--- config.mk ---
export PLATFORM = sky130hd
export DESIGN_NAME = seq_restoring_divider
export DESIGN_NICKNAME = d
export VERILOG_FILES = /design/src/rtl/divider_pkg.sv /design/src/rtl/div_step.sv /design/src/rtl/seq_restoring_divider.sv
export SDC_FILE = /design/constraint.sdc
export NUM_CORES = 1
export LEC_CHECK = 0
export CAP_MARGIN = 20
export CORE_ASPECT_RATIO = 1.5
export CORE_MARGIN = 2
export CORE_UTILIZATION = 60
export DETAILED_ROUTE_END_ITERATION = 16
export DONT_BUFFER_PORTS = 1
export GPL_ROUTABILITY_DRIVEN = 1
export GPL_TIMING_DRIVEN = 0
export MAX_ROUTING_LAYER = met4
export PLACE_DENSITY = 0.77
export SLEW_MARGIN = 20
export SYNTH_ARGS = -nofsm -noshare
export SYNTH_HDL_FRONTEND = slang
export SYNTH_SLANG_ARGS = --single-unit
--- constraint.sdc ---
create_clock -name clk -period 3.3 [get_ports clk]
set_input_delay 0.495 -clock clk [delete_from_list [all_inputs] [get_ports clk]]
set_output_delay 0.495 -clock clk [all_outputs]
set_load 0.03 [all_outputs]
--- src/rtl/divider_pkg.sv ---
// divider_pkg
// Shared widths, counter width and FSM state type for the sequential
// restoring divider (seq_restoring_divider and its div_step datapath).
// No ports; imported with "import divider_pkg::*;".
package divider_pkg;

   localparam int DIVIDEND_W = 16;
   localparam int DIVISOR_W  = 8;
   // Counter walks DIVIDEND_W-1 down to 0, one restoring step per value.
   localparam int CNT_W      = $clog2(DIVIDEND_W);

   typedef enum logic [1:0] {
      IDLE = 2'd0,
      CALC = 2'd1,
      DONE = 2'd2
   } divState_t;

endpackage

--- src/rtl/div_step.sv ---
// div_step
// One combinational restoring-division step: shift the next dividend bit
// into the partial remainder, subtract the divisor when the shifted value
// is not smaller than it, and report the resulting quotient bit.
// Ports:
//   remIn       partial remainder before this step (DIVISOR_W+1 bits)
//   dividendBit next dividend bit, MSB first
//   divisor     divisor operand
//   remOut      partial remainder after this step
//   quotBit     quotient bit produced by this step
module div_step
   import divider_pkg::*;
(
   input  logic [DIVISOR_W:0]   remIn,
   input  logic                 dividendBit,
   input  logic [DIVISOR_W-1:0] divisor,
   output logic [DIVISOR_W:0]   remOut,
   output logic                 quotBit
);

   logic [DIVISOR_W:0]   shifted;
   logic [DIVISOR_W+1:0] diff;

   // Shift, trial-subtract and restore; remIn[MSB] is the bit shifted out
   // of the 9-bit window, which alone guarantees the subtraction succeeds.
   always_comb begin
      shifted = {remIn[DIVISOR_W-1:0], dividendBit};
      diff    = {1'b0, shifted} - {2'b00, divisor};
      quotBit = remIn[DIVISOR_W] | ~diff[DIVISOR_W+1];
      if (quotBit) begin
         remOut = diff[DIVISOR_W:0];
      end else begin
         remOut = shifted;
      end
   end

endmodule

--- src/rtl/seq_restoring_divider.sv ---
// seq_restoring_divider
// Sequential unsigned restoring divider, 16-bit dividend by 8-bit divisor,
// one quotient bit per clock (MSB first) with a valid/ready handshake on
// both the operand and the result side.
// Ports:
//   clk, n_rst              clock; asynchronous active-low reset
//   inValid/inReady         operand handshake (inReady high only in IDLE)
//   Dividend, Divisor       operands, captured on accept
//   outValid/outReady       result handshake (outValid high only in DONE)
//   Quotient, Remainder     result, held stable while in DONE
//   divByZero               result came from a zero divisor
// Build option: define DIV_EARLY_EXIT_EN to finish in one cycle when the
// divisor is nonzero and Dividend < Divisor (Q=0, R=Dividend).
module seq_restoring_divider
   import divider_pkg::*;
(
   input  logic                  clk,
   input  logic                  n_rst,
   input  logic                  inValid,
   output logic                  inReady,
   input  logic [DIVIDEND_W-1:0] Dividend,
   input  logic [DIVISOR_W-1:0]  Divisor,
   output logic                  outValid,
   input  logic                  outReady,
   output logic [DIVIDEND_W-1:0] Quotient,
   output logic [DIVISOR_W-1:0]  Remainder,
   output logic                  divByZero
);

   localparam logic [CNT_W-1:0]      CNT_LAST  = CNT_W'(DIVIDEND_W - 1);
   localparam logic [CNT_W-1:0]      CNT_ZERO  = {CNT_W{1'b0}};
   localparam logic [DIVIDEND_W-1:0] QUOT_ZERO = {DIVIDEND_W{1'b0}};
   localparam logic [DIVIDEND_W-1:0] QUOT_ONES = {DIVIDEND_W{1'b1}};
   localparam logic [DIVISOR_W-1:0]  DSR_ZERO  = {DIVISOR_W{1'b0}};
   localparam logic [DIVISOR_W:0]    PREM_ZERO = {(DIVISOR_W + 1){1'b0}};

   divState_t             state,      stateNext;
   logic [CNT_W-1:0]      cnt,        cntNext;
   // Dividend shifts out MSB first while quotient bits fill in from the LSB.
   logic [DIVIDEND_W-1:0] work,       workNext;
   logic [DIVISOR_W-1:0]  divisorReg, divisorNext;
   logic [DIVISOR_W:0]    partRem,    partRemNext;
   logic [DIVIDEND_W-1:0] quotNext;
   logic [DIVISOR_W-1:0]  remNext;
   logic                  dbzNext;

   logic [DIVISOR_W:0]    stepRem;
   logic                  stepQuotBit;

   div_step uStep (
      .remIn       (partRem),
      .dividendBit (work[DIVIDEND_W-1]),
      .divisor     (divisorReg),
      .remOut      (stepRem),
      .quotBit     (stepQuotBit)
   );

   // Next-state and next-datapath decode; every register holds by default.
   always_comb begin
      stateNext   = state;
      cntNext     = cnt;
      workNext    = work;
      divisorNext = divisorReg;
      partRemNext = partRem;
      quotNext    = Quotient;
      remNext     = Remainder;
      dbzNext     = divByZero;
      case (state)
         IDLE: begin
            if (inValid) begin
               workNext    = Dividend;
               divisorNext = Divisor;
               partRemNext = PREM_ZERO;
               cntNext     = CNT_LAST;
               if (Divisor == DSR_ZERO) begin
                  stateNext = DONE;
                  quotNext  = QUOT_ONES;
                  remNext   = DSR_ZERO;
                  dbzNext   = 1'b1;
               end
`ifdef DIV_EARLY_EXIT_EN
               else if (Dividend < {{(DIVIDEND_W - DIVISOR_W){1'b0}}, Divisor}) begin
                  stateNext = DONE;
                  quotNext  = QUOT_ZERO;
                  remNext   = Dividend[DIVISOR_W-1:0];
                  dbzNext   = 1'b0;
               end
`endif
               else begin
                  stateNext = CALC;
               end
            end else begin
               stateNext = IDLE;
            end
         end
         CALC: begin
            workNext    = {work[DIVIDEND_W-2:0], stepQuotBit};
            partRemNext = stepRem;
            if (cnt == CNT_ZERO) begin
               stateNext = DONE;
               quotNext  = {work[DIVIDEND_W-2:0], stepQuotBit};
               remNext   = stepRem[DIVISOR_W-1:0];
               dbzNext   = 1'b0;
            end else begin
               cntNext = cnt - {{(CNT_W - 1){1'b0}}, 1'b1};
            end
         end
         DONE: begin
            // Leaving DONE only returns to IDLE; acceptance needs a fresh cycle.
            if (outReady) begin
               stateNext = IDLE;
            end else begin
               stateNext = DONE;
            end
         end
         default: begin
            stateNext = IDLE;
         end
      endcase
   end

   // State, datapath and registered handshake/result outputs.
   always_ff @(posedge clk or negedge n_rst) begin
      if (!n_rst) begin
         state      <= IDLE;
         cnt        <= CNT_ZERO;
         work       <= QUOT_ZERO;
         divisorReg <= DSR_ZERO;
         partRem    <= PREM_ZERO;
         Quotient   <= QUOT_ZERO;
         Remainder  <= DSR_ZERO;
         divByZero  <= 1'b0;
         inReady    <= 1'b1;
         outValid   <= 1'b0;
      end else begin
         state      <= stateNext;
         cnt        <= cntNext;
         work       <= workNext;
         divisorReg <= divisorNext;
         partRem    <= partRemNext;
         Quotient   <= quotNext;
         Remainder  <= remNext;
         divByZero  <= dbzNext;
         inReady    <= (stateNext == IDLE);
         outValid   <= (stateNext == DONE);
      end
   end

endmodule

# ---- Word level (Yosys, flattened, before mapping)
# Index checks and enable logic that the tools add are counted.
# W data, S select, Z words.
dict set report totals {
  latch_bits 0
  ram_bits 0
  regBits 66
  n_memories 0
  rom_bits 0
}
dict set report classes {
  mux 25
  mul 0
  order_cmp 0
  addsub 2
  reduce_logical 9
  n_bitwise 2
  shifts 0
  div 0
  eq_ne 7
}
# cell count
set ops {}
lappend ops {{$mux W16} 4}
lappend ops {{$pmux W16 S2} 2}
lappend ops {{$mux W8} 3}
lappend ops {{$mux W9} 2}
lappend ops {{$pmux W9 S2} 1}
lappend ops {{$pmux W8 S2} 1}
lappend ops {{$sub A9 B8 Y10} 1}
lappend ops {{$logic_not A8 Y1} 1}
lappend ops {{$mux W2} 4}
lappend ops {{$mux W4} 2}
lappend ops {{$ne A2 B2 Y1 const B} 4}
lappend ops {{$pmux W4 S2} 1}
lappend ops {{$pmux W2 S3} 1}
lappend ops {{$eq A2 B2 Y1 const B} 2}
lappend ops {{$logic_not A2 Y1} 2}
lappend ops {{$logic_not A4 Y1} 1}
lappend ops {{$reduce_and A2 Y1} 2}
lappend ops {{$reduce_and A4 Y1} 1}
lappend ops {{$sub A4 B1 Y4 const B} 1}
lappend ops {{$mux W1} 3}
lappend ops {{$reduce_and A3 Y1} 1}
lappend ops {{$eq A2 B1 Y1 const B} 1}
lappend ops {{$pmux W1 S2} 1}
lappend ops {{$reduce_bool A2 Y1} 1}
lappend ops {{other kinds (2)} 2}

# ---- Logic depth before layout (Yosys ltp)
# Gate-level depths: netlist of the first run.
dict set report logic_depth {
  depth_word 6
  mapped_depth 9
}

# ---- Cells and area by module
# Synthesis of the first run repeated with hierarchy kept, for this count alone.
dict set report hier_totals {
  hier_cells 321
  hier_area_um2 3389.5
}
# mod cells_each seq_area_each_um2 n_inst area_per_inst_um2
set by_module_without_submodules {}
lappend by_module_without_submodules {seq_restoring_divider 251 1652.8 1 2864.0}
lappend by_module_without_submodules {div_step 70 0.0 1 525.5}

# ---- Worst setup path after synthesis of the first run
# No wires, ideal clock.
dict set report synth_path {
  path_kind {register to register}
  startpoint {register cnt[0]}
  endpoint {register Remainder[7]}
  slack_ns 1.236
  path_stages_with_launch 8
  t_arrival_ns 1.939
  setup_time_ns 0.125
  required_time_ns 3.175
  cell_sequence {dfrtp_1 > inv_1 > ha_1 > or3b_2 > nor2_1 > or2_1 > buf_6 > mux2_2}
}
dict set report synth_between {
  elab_chain_cells 3
}
# item line
set synth_lines {}
lappend synth_lines {{start: declaration} seq_restoring_divider.sv:38} ;# logic [CNT_W-1:0] cnt, cntNext;
lappend synth_lines {{start signal: assignment} seq_restoring_divider.sv:137} ;# cnt <= cntNext;
lappend synth_lines {{$logic_not A4 Y1} seq_restoring_divider.sv:99} ;# if (cnt == CNT_ZERO) begin
lappend synth_lines {{$ne A2 B2 Y1 (no source line)} -}
lappend synth_lines {{$reduce_and A4 Y1 (no source line)} -}
lappend synth_lines {{end signal: assignment} seq_restoring_divider.sv:142} ;# Remainder <= remNext;
lappend synth_lines {{end: declaration} seq_restoring_divider.sv:26} ;# output logic [DIVISOR_W-1:0] Remainder,
# Every way passes these cells.
# A chain may end at the register's enable or synchronous reset.

# ---- Final worst setup path of the first run
dict set report layout_path {
  startpoint {register partRem[2]}
  endpoint {register Remainder[0]}
}
dict set report layout_between {
  elab_chain_cells 6
}
# item line
set layout_lines {}
lappend layout_lines {{start: declaration} seq_restoring_divider.sv:42} ;# logic [DIVISOR_W:0] partRem, partRemNext;
lappend layout_lines {{start signal: assignment} seq_restoring_divider.sv:140} ;# partRem <= partRemNext;
lappend layout_lines {{$sub A9 B8 Y10} div_step.sv:28} ;# diff = {1'b0, shifted} - {2'b00, divisor};
lappend layout_lines {{$not A1 Y1} div_step.sv:29} ;# quotBit = remIn[DIVISOR_W] | ~diff[DIVISOR_W+1];
lappend layout_lines {{$or A1 B1 Y1} div_step.sv:29}
lappend layout_lines {{$mux W9} div_step.sv:30} ;# if (quotBit) begin
lappend layout_lines {{$mux W8} seq_restoring_divider.sv:99}
lappend layout_lines {{$pmux W8 S2} seq_restoring_divider.sv:68} ;# case (state)
# Every way passes these cells. The select of a mux whose other input is x is not followed.

==> results of run 1 <==
-- sequential cells by signal (all words and copies together), names as in the netlist --
register and count:
inReady 1, divisorReg 8, Remainder 8, partRem 9, cnt 4, work 16
state 2, outValid 1, Quotient 16, divByZero 1
-- final timing paths --
path                                 endpoint  slack (ns)        from
worst max-delay path             Remainder[0]        0.85  partRem[2]
worst min-delay path                  work[3]        0.01       n_rst
worst max register to register   Remainder[0]        0.85  partRem[2]
worst min register to register         cnt[0]        0.51      cnt[0]
max in group asynchronous             inReady        3.00       n_rst
min in group clk                divisorReg[0]        0.26  Divisor[0]
-- placed cells by master (no fill, tap or decap), types with 3 or more instances in the layout --
cell                         n
sky130_fd_sc_hd__buf_6       3
sky130_fd_sc_hd__ha_1        9
sky130_fd_sc_hd__o2111ai_1   3
sky130_fd_sc_hd__dfrtp_1    65
sky130_fd_sc_hd__and3_1      3
sky130_fd_sc_hd__o31ai_1     5
sky130_fd_sc_hd__nor2_2     14
sky130_fd_sc_hd__nand2b_1    3
sky130_fd_sc_hd__clkbuf_1   11
sky130_fd_sc_hd__inv_1      15
sky130_fd_sc_hd__nor3_1      6
sky130_fd_sc_hd__clkinv_2    4
sky130_fd_sc_hd__nand3_1     8
sky130_fd_sc_hd__buf_2       3
sky130_fd_sc_hd__o211ai_1    3
sky130_fd_sc_hd__nand2_1    58
sky130_fd_sc_hd__or3_1       4
sky130_fd_sc_hd__nor2_1     31
sky130_fd_sc_hd__a21o_1      4
sky130_fd_sc_hd__a21oi_2    14
sky130_fd_sc_hd__clkbuf_8    9
sky130_fd_sc_hd__o21ai_0    18
sky130_fd_sc_hd__a21oi_1    11
sky130_fd_sc_hd__a31oi_1    16
-- logic make-up (layout without fill, tap and decap cells) --
kind of cell / after synthesis / in the layout / share of synthesized area [%]
xor+xnor: 3 / 3 / 0.785
fa+ha+maj: 10 / 10 / 3.96
simple gates: 142 / 142 / 20.3
compound gates: 93 / 93 / 19.2
mux: 2 / 2 / 0.636
buf+inv: 35 / 51 / 5.68
flops: 66 / 66 / 49.4
-- power breakdown --
part | switching (W) | total (W) | leakage, nW | internal (W)
registers | 0.000591 | 0.00180 | 0.765 | 0.00121
clock network | 0.000308 | 0.000570 | 0.0806 | 0.000262
logic | 0.00131 | 0.00213 | 0.735 | 0.000824
total | 0.00221 | 0.00450 | 1.58 | 0.00229
-- Yosys cell counts, types with 2 or more instances --
cell and n:
sky130_fd_sc_hd__nor3b_1 2, sky130_fd_sc_hd__a32o_1 2, sky130_fd_sc_hd__inv_1 15, sky130_fd_sc_hd__dfrtp_1 65
sky130_fd_sc_hd__nand2_1 58, sky130_fd_sc_hd__o31ai_1 5, sky130_fd_sc_hd__a21oi_1 11, sky130_fd_sc_hd__a31o_2 2
sky130_fd_sc_hd__buf_2 3, sky130_fd_sc_hd__nand4_1 2, sky130_fd_sc_hd__and3_1 3, sky130_fd_sc_hd__o211ai_1 3
sky130_fd_sc_hd__a211oi_1 2, sky130_fd_sc_hd__nor2_2 14, sky130_fd_sc_hd__a31oi_1 16, sky130_fd_sc_hd__nor2_1 31
sky130_fd_sc_hd__clkbuf_1 11, sky130_fd_sc_hd__nor3_1 6, sky130_fd_sc_hd__or4_1 2, sky130_fd_sc_hd__o2111ai_1 3
sky130_fd_sc_hd__nand2b_1 3, sky130_fd_sc_hd__buf_12 2, sky130_fd_sc_hd__o21ai_0 18, sky130_fd_sc_hd__xor2_1 2
sky130_fd_sc_hd__or3_1 4, sky130_fd_sc_hd__buf_6 3, sky130_fd_sc_hd__ha_1 9, sky130_fd_sc_hd__a21oi_2 14
sky130_fd_sc_hd__a22oi_1 2, sky130_fd_sc_hd__nand3_1 8, sky130_fd_sc_hd__a21o_1 4
-- through the flow --
step	power (W)	instance area (um^2)
floorplan	0.00341	3350
global placement	0.00382	3430
detailed placement	0.00391	3430
CTS	0.00450	3620
global route	0.00485	3620
finish	0.00450	3620
-- routing by layer --
layer | vias to the layer above | GRT usage [%] | wire length (um)
met5 | - | - | 0
met4 | 0 | 15.4 | 178
met3 | 18 | 5.79 | 492
met2 | 105 | 45.5 | 3930
met1 | 1251 | 30.4 | 2960
li1 | 1251 | - | -
-- final cells by class --
type	count	area, um^2
Inverter	15	56.3
Timing Repair Buffer	1	27.5
Tap cell	70	87.6
Clock buffer	9	124
Sequential cell	66	1650
Buffer	20	134
Fill cell	433	1790
Multi-Input combinational cell	250	1500
Clock inverter	6	35.0
==> impl_metrics.xml, run 1 <==
<?xml version="1.0" encoding="UTF-8"?>
<metrics>
  <group name="route">
    <metric name="detail_route.iter0.violations" unit="">217</metric>
    <metric name="detail_route.drc_violations" unit="">0</metric>
    <metric name="postRouteAntennaNets" unit="">0</metric>
    <metric name="drt_pass1_iterations" unit="">5</metric>
    <metric name="via_per_inst" unit="">6.01</metric>
    <metric name="postRouteWirelength" unit="um">7560</metric>
    <metric name="wire_per_inst" unit="um">17.3</metric>
    <metric name="vias" unit="">2625</metric>
  </group>
  <group name="critical_path">
    <metric name="arrival" unit="ns">2.68</metric>
    <metric name="crit_path_max_incr_delay" unit="ns">0.45</metric>
    <metric name="critical_path_required" unit="ns">3.53</metric>
    <metric name="timing.reg2reg.worst_path_depth" unit="">7</metric>
    <metric name="cpLargestDelayFamily" unit="">compound AO/OA/AOI/OAI gates</metric>
    <metric name="slowest_stage_cell_cp" unit="">sky130_fd_sc_hd__dfrtp_1</metric>
    <metric name="critical_path_cell_count" unit="">7</metric>
    <metric name="end_kind" unit="">register</metric>
    <metric name="critPathBufInv" unit="">1</metric>
    <metric name="crit_chain" unit="">ha_1 -&gt; nand2_1 -&gt; a211oi_2 -&gt; o21a_1 -&gt; clkbuf_1 -&gt; o21ai_0 -&gt; a32o_1</metric>
    <metric name="worst_setup_path_start_kind" unit="">register</metric>
    <metric name="worst-path-max-fanout" unit="">10</metric>
    <metric name="timing.setup.critical_path_class" unit="">register to register</metric>
  </group>
  <group name="yosys">
    <metric name="yosysTopAreaCellShare" unit="%">48.6</metric>
    <metric name="synth.lib_cells_used.distinct" unit="">57</metric>
    <metric name="post_synth_top_flop" unit="">sky130_fd_sc_hd__dfrtp_1</metric>
    <metric name="netlist.top_cell.by_area" unit="">sky130_fd_sc_hd__dfrtp_1</metric>
    <metric name="synth-edff-count" unit="">0</metric>
    <metric name="synth-seq-cells" unit="">66</metric>
    <metric name="synth.area.top_cells" unit="">sky130_fd_sc_hd__dfrtp_1 49%, sky130_fd_sc_hd__nand2_1 6.5%, sky130_fd_sc_hd__a21oi_2 3.7%</metric>
    <metric name="synth_warnings" unit="">0</metric>
    <metric name="postSynthAreaPerCell" unit="um^2">9.54</metric>
    <metric name="synth_seq_area_share" unit="%">49.4</metric>
    <metric name="async_flop_share" unit="%">100</metric>
    <metric name="synthesized_netlist_net_count" unit="">389</metric>
    <metric name="cells_after_synthesis" unit="">351</metric>
    <metric name="syn-cell-area" unit="um^2">3350</metric>
  </group>
  <group name="clock_tree">
    <metric name="postCtsSetupRepairBufs" unit="">0</metric>
    <metric name="clock-sinks" unit="">66</metric>
    <metric name="cts_buffers" unit="">9</metric>
    <metric name="hold_buffers" unit="">1</metric>
    <metric name="cts_buffer_depth" unit="">2</metric>
    <metric name="clk_pin_slew_worst_paths" unit="ns">0.07</metric>
    <metric name="cts.htree.levels" unit="">3</metric>
    <metric name="cts_repair_resize_count" unit="">0</metric>
    <metric name="cts_tree" unit="">done</metric>
    <metric name="clk_latency" unit="ns">0.34</metric>
    <metric name="clock_tree.root_cell" unit="">sky130_fd_sc_hd__clkbuf_8</metric>
  </group>
  <group name="flow_run">
    <metric name="cap_viol_max_count" unit="">0</metric>
  </group>
  <group name="global_routing">
    <metric name="grt_pass1_vias" unit="">2625</metric>
    <metric name="groute.usage.overall" unit="%">27.4</metric>
    <metric name="grt_first_pass_wirelength" unit="um">12300</metric>
    <metric name="pin_count_of_the_biggest_net_entering_global_routing" unit="">67</metric>
    <metric name="globalRoute.totalOverflow" unit="">0</metric>
    <metric name="grt_antenna_before_repair" unit="">0</metric>
  </group>
  <group name="floorplanning">
    <metric name="fp.dieW" unit="um">65.0</metric>
    <metric name="number_of_top_level_design_ports" unit="">55</metric>
    <metric name="fp.dieArea" unit="um^2">6200</metric>
    <metric name="core_rows" unit="">33</metric>
    <metric name="coreArea" unit="um^2">5410</metric>
    <metric name="dieHeight" unit="um">95.5</metric>
    <metric name="floorplan.initialDensity" unit="%">61.9</metric>
  </group>
  <group name="sta">
    <metric name="hold_slack" unit="ns">0.0109</metric>
    <metric name="worst_slew_pin_slew" unit="ns">0.626</metric>
    <metric name="setup_tns" unit="ns">0</metric>
    <metric name="layout_setup_ws" unit="ns">0.850</metric>
    <metric name="hold_violations" unit="">0</metric>
    <metric name="clock-skew-final" unit="ns">0.00577</metric>
    <metric name="max-slew-margin-rel" unit="%">58.0</metric>
    <metric name="grt_setup_unrepaired" unit="">no</metric>
    <metric name="setup_viol" unit="">0</metric>
    <metric name="slew_viol_final" unit="">0</metric>
    <metric name="finalCriticalPeriod" unit="ns">2.45</metric>
    <metric name="min_period_over_period" unit="%">74.2</metric>
    <metric name="maxClockFrequency" unit="MHz">408</metric>
  </group>
  <group name="place">
    <metric name="dpl.cell_count" unit="">421</metric>
    <metric name="portBuffers" unit="">0</metric>
    <metric name="place_hpwl" unit="um">5580</metric>
    <metric name="place.gp.congestion" unit="">0.884</metric>
    <metric name="preCtsSetupSlack" unit="ns">0.924</metric>
  </group>
  <group name="status">
    <metric name="run_status" unit="">completed</metric>
  </group>
  <group name="cells_and_area">
    <metric name="antenna_cell_count" unit="">0</metric>
    <metric name="fin_nets" unit="">401</metric>
    <metric name="flow.area_growth_from_synthesis" unit="%">8.19</metric>
    <metric name="layout.cells.non_filler" unit="">437</metric>
    <metric name="layout-drive-gt1-share" unit="%">16.6</metric>
    <metric name="utilization" unit="%">66.9</metric>
  </group>
  <group name="pwr">
    <metric name="irDropWorstVdd" unit="V">0.000715</metric>
    <metric name="leakage" unit="nW">1.58</metric>
    <metric name="powerDensity" unit="nW/um^2">1240</metric>
  </group>
  <group name="min_path">
    <metric name="worst_hold_path_type" unit="">primary input to async pin</metric>
  </group>
</metrics>
Power figures use the tool's default switching activity.
==> run 2, diff against run 1 <==
CORE_UTILIZATION = 57   (was 60)
PLACE_DENSITY = 0.76   (was 0.77)
clock period = 2.06 ns   (was 3.3 ns; I/O delays follow)
==> impl_metrics.xml, run 2 (synthesis gave the netlist of run 1 again) <==
<?xml version="1.0" encoding="UTF-8"?>
<metrics>
  <group name="cells_and_area">
    <metric name="layout-drive-gt1-share" unit="%">25.3</metric>
    <metric name="mostFrequentLayoutCells" unit="">64 x sky130_fd_sc_hd__dfrtp_1, 58 x sky130_fd_sc_hd__nand2_1, 27 x sky130_fd_sc_hd__nor2_1</metric>
    <metric name="layout.cells.non_filler" unit="">451</metric>
    <metric name="antenna_cell_count" unit="">0</metric>
    <metric name="fin_nets" unit="">412</metric>
    <metric name="flow.area_growth_from_synthesis" unit="%">17.8</metric>
    <metric name="final_common_cell" unit="">sky130_fd_sc_hd__dfrtp_1</metric>
    <metric name="largest_registers" unit="">Quotient x16, work x16, partRem x9</metric>
  </group>
  <group name="global_routing">
    <metric name="global_route.usage.met3" unit="%">7.03</metric>
    <metric name="grt_pass1_vias" unit="">2615</metric>
    <metric name="grt-busiest-layer" unit="">met2</metric>
    <metric name="grt_antenna_before_repair" unit="">0</metric>
    <metric name="grt_first_pass_wirelength" unit="um">12500</metric>
    <metric name="globalRoute.totalOverflow" unit="">0</metric>
    <metric name="pin_count_of_the_biggest_net_entering_global_routing" unit="">67</metric>
    <metric name="groute.layer.met1.usage" unit="%">29.2</metric>
    <metric name="groute.usage.overall" unit="%">26.1</metric>
    <metric name="met2_global_route_usage" unit="%">42.8</metric>
  </group>
  <group name="place">
    <metric name="place.gp.congestion" unit="">0.910</metric>
    <metric name="portBuffers" unit="">0</metric>
    <metric name="dpl.cell_count" unit="">423</metric>
    <metric name="place_hpwl" unit="um">5650</metric>
  </group>
  <group name="sta">
    <metric name="setup_viol" unit="">0</metric>
    <metric name="setup_tns" unit="ns">0</metric>
    <metric name="worst_slew_pin_slew" unit="ns">0.593</metric>
    <metric name="max-slew-margin-rel" unit="%">60.3</metric>
    <metric name="finalCriticalPeriod" unit="ns">2.04</metric>
    <metric name="slew_viol_final" unit="">0</metric>
    <metric name="clock-skew-final" unit="ns">0.00800</metric>
    <metric name="maxClockFrequency" unit="MHz">491</metric>
    <metric name="hold_violations" unit="">0</metric>
    <metric name="min_period_over_period" unit="%">98.9</metric>
  </group>
  <group name="route">
    <metric name="via_per_inst" unit="">6.22</metric>
    <metric name="vias" unit="">2806</metric>
    <metric name="drt_pass1_iterations" unit="">4</metric>
    <metric name="detail_route.iter0.violations" unit="">224</metric>
    <metric name="postRouteWirelength" unit="um">8340</metric>
    <metric name="detail_route.drc_violations" unit="">0</metric>
    <metric name="postRouteAntennaNets" unit="">0</metric>
    <metric name="wire_per_inst" unit="um">18.5</metric>
  </group>
  <group name="floorplanning">
    <metric name="dieHeight" unit="um">97.9</metric>
    <metric name="fp.dieW" unit="um">66.6</metric>
    <metric name="fp.dieArea" unit="um^2">6510</metric>
    <metric name="coreArea" unit="um^2">5740</metric>
    <metric name="number_of_top_level_design_ports" unit="">55</metric>
    <metric name="floorplan.initialDensity" unit="%">58.3</metric>
    <metric name="core_rows" unit="">34</metric>
  </group>
  <group name="clock_tree">
    <metric name="clk_latency" unit="ns">0.35</metric>
    <metric name="clock_tree.root_cell" unit="">sky130_fd_sc_hd__clkbuf_8</metric>
    <metric name="cts.htree.levels" unit="">3</metric>
    <metric name="cts_tree" unit="">done</metric>
    <metric name="clock-sinks" unit="">66</metric>
    <metric name="cts_buffer_depth" unit="">2</metric>
    <metric name="cts_buffers" unit="">9</metric>
    <metric name="clk_pin_slew_worst_paths" unit="ns">0.07</metric>
  </group>
  <group name="critical_path">
    <metric name="crit_chain" unit="">ha_2 -&gt; o21ai_0 -&gt; nor2_2 -&gt; buf_4 -&gt; o21ai_4 -&gt; a2bb2oi_1 -&gt; o31ai_1</metric>
    <metric name="critical_path_required" unit="ns">2.26</metric>
    <metric name="timing.setup.critical_path_class" unit="">register to register</metric>
    <metric name="slowest_stage_cell_cp" unit="">sky130_fd_sc_hd__dfrtp_1</metric>
    <metric name="worst_setup_path_start_kind" unit="">register</metric>
    <metric name="end_kind" unit="">register</metric>
    <metric name="worst-path-max-fanout" unit="">8</metric>
    <metric name="crit_path_max_incr_delay" unit="ns">0.43</metric>
    <metric name="arrival" unit="ns">2.24</metric>
  </group>
  <group name="min_path">
    <metric name="worst_hold_path_type" unit="">primary input to register</metric>
  </group>
  <group name="status">
    <metric name="run_status" unit="">completed</metric>
  </group>
  <group name="flow_run">
    <metric name="cap_viol_max_count" unit="">0</metric>
  </group>
</metrics>
run 2: path summary, 6_finish.rpt:
path	from	endpoint	slack [ns]	cells past startpoint
max in group asynchronous	n_rst	inReady	1.27	2
worst min-delay path	Divisor[0]	divisorReg[0]	0.08	2
min in group asynchronous	n_rst	Quotient[2]	0.49	2
worst min register to register	cnt[0]	cnt[0]	0.50	1
worst max register to register	partRem[5]	partRem[4]	0.02	7
worst max-delay path	partRem[5]	partRem[4]	0.02	7
run 2: metrics by stage:
step	util, %	area, um^2	hold slack [ns]	worst slack [ns]
finish	68.6	3940	0.0807	0.0231
global route	68.6	3940	0.0853	-0.0935
CTS	66.4	3820	0.0831	0.0135
detailed placement	59.9	3440	0.0149	-0.324
global placement	59.9	3440	0.0148	-0.302
floorplan	-	3350	0.0134	0.0369
run 2: repair_timing:
item,CTS,global route
gates resized for setup,15,23
hold buffers,2,0
gates cloned,0,1
setup buffers,3,7
hold endpoints to repair,66,0
pin swaps,6,8
setup endpoints to repair,33,21
run 2: cell type report:
| cell class | instances | area, um^2 |
|---|---|---|
| multi-input cells | 251 | 1630 |
| inverters | 15 | 56.3 |
| flip-flops and latches | 66 | 1650 |
| well taps | 72 | 90.1 |
| plain buffers | 19 | 145 |
| clock inverters | 6 | 113 |
| repair buffers | 12 | 113 |
| fillers | 431 | 1800 |
| clock buffers | 10 | 138 |
run 2: critical path, delay by kind of cell (launching register included):
kind / cells / cell delay, ns
AO/OA/AOI/OAI: 4 / 0.61
buffers and inverters: 1 / 0.18
adder cells (fa/ha/maj): 1 / 0.43
AND/OR/NAND/NOR: 1 / 0.25
flip-flops: 1 / 0.43
run 2: routing by layer:
metal	share of wire [%]	routed length, um	up-vias
met5	0	0	-
li1	-	-	1282
met1	37	3050	1381
met3	6.7	562	33
met2	53	4390	110
met4	4.1	340	0
Power of run 2 is not shown: default switching activity piles up to over one toggle a cycle in this logic, so the estimate is an artifact.
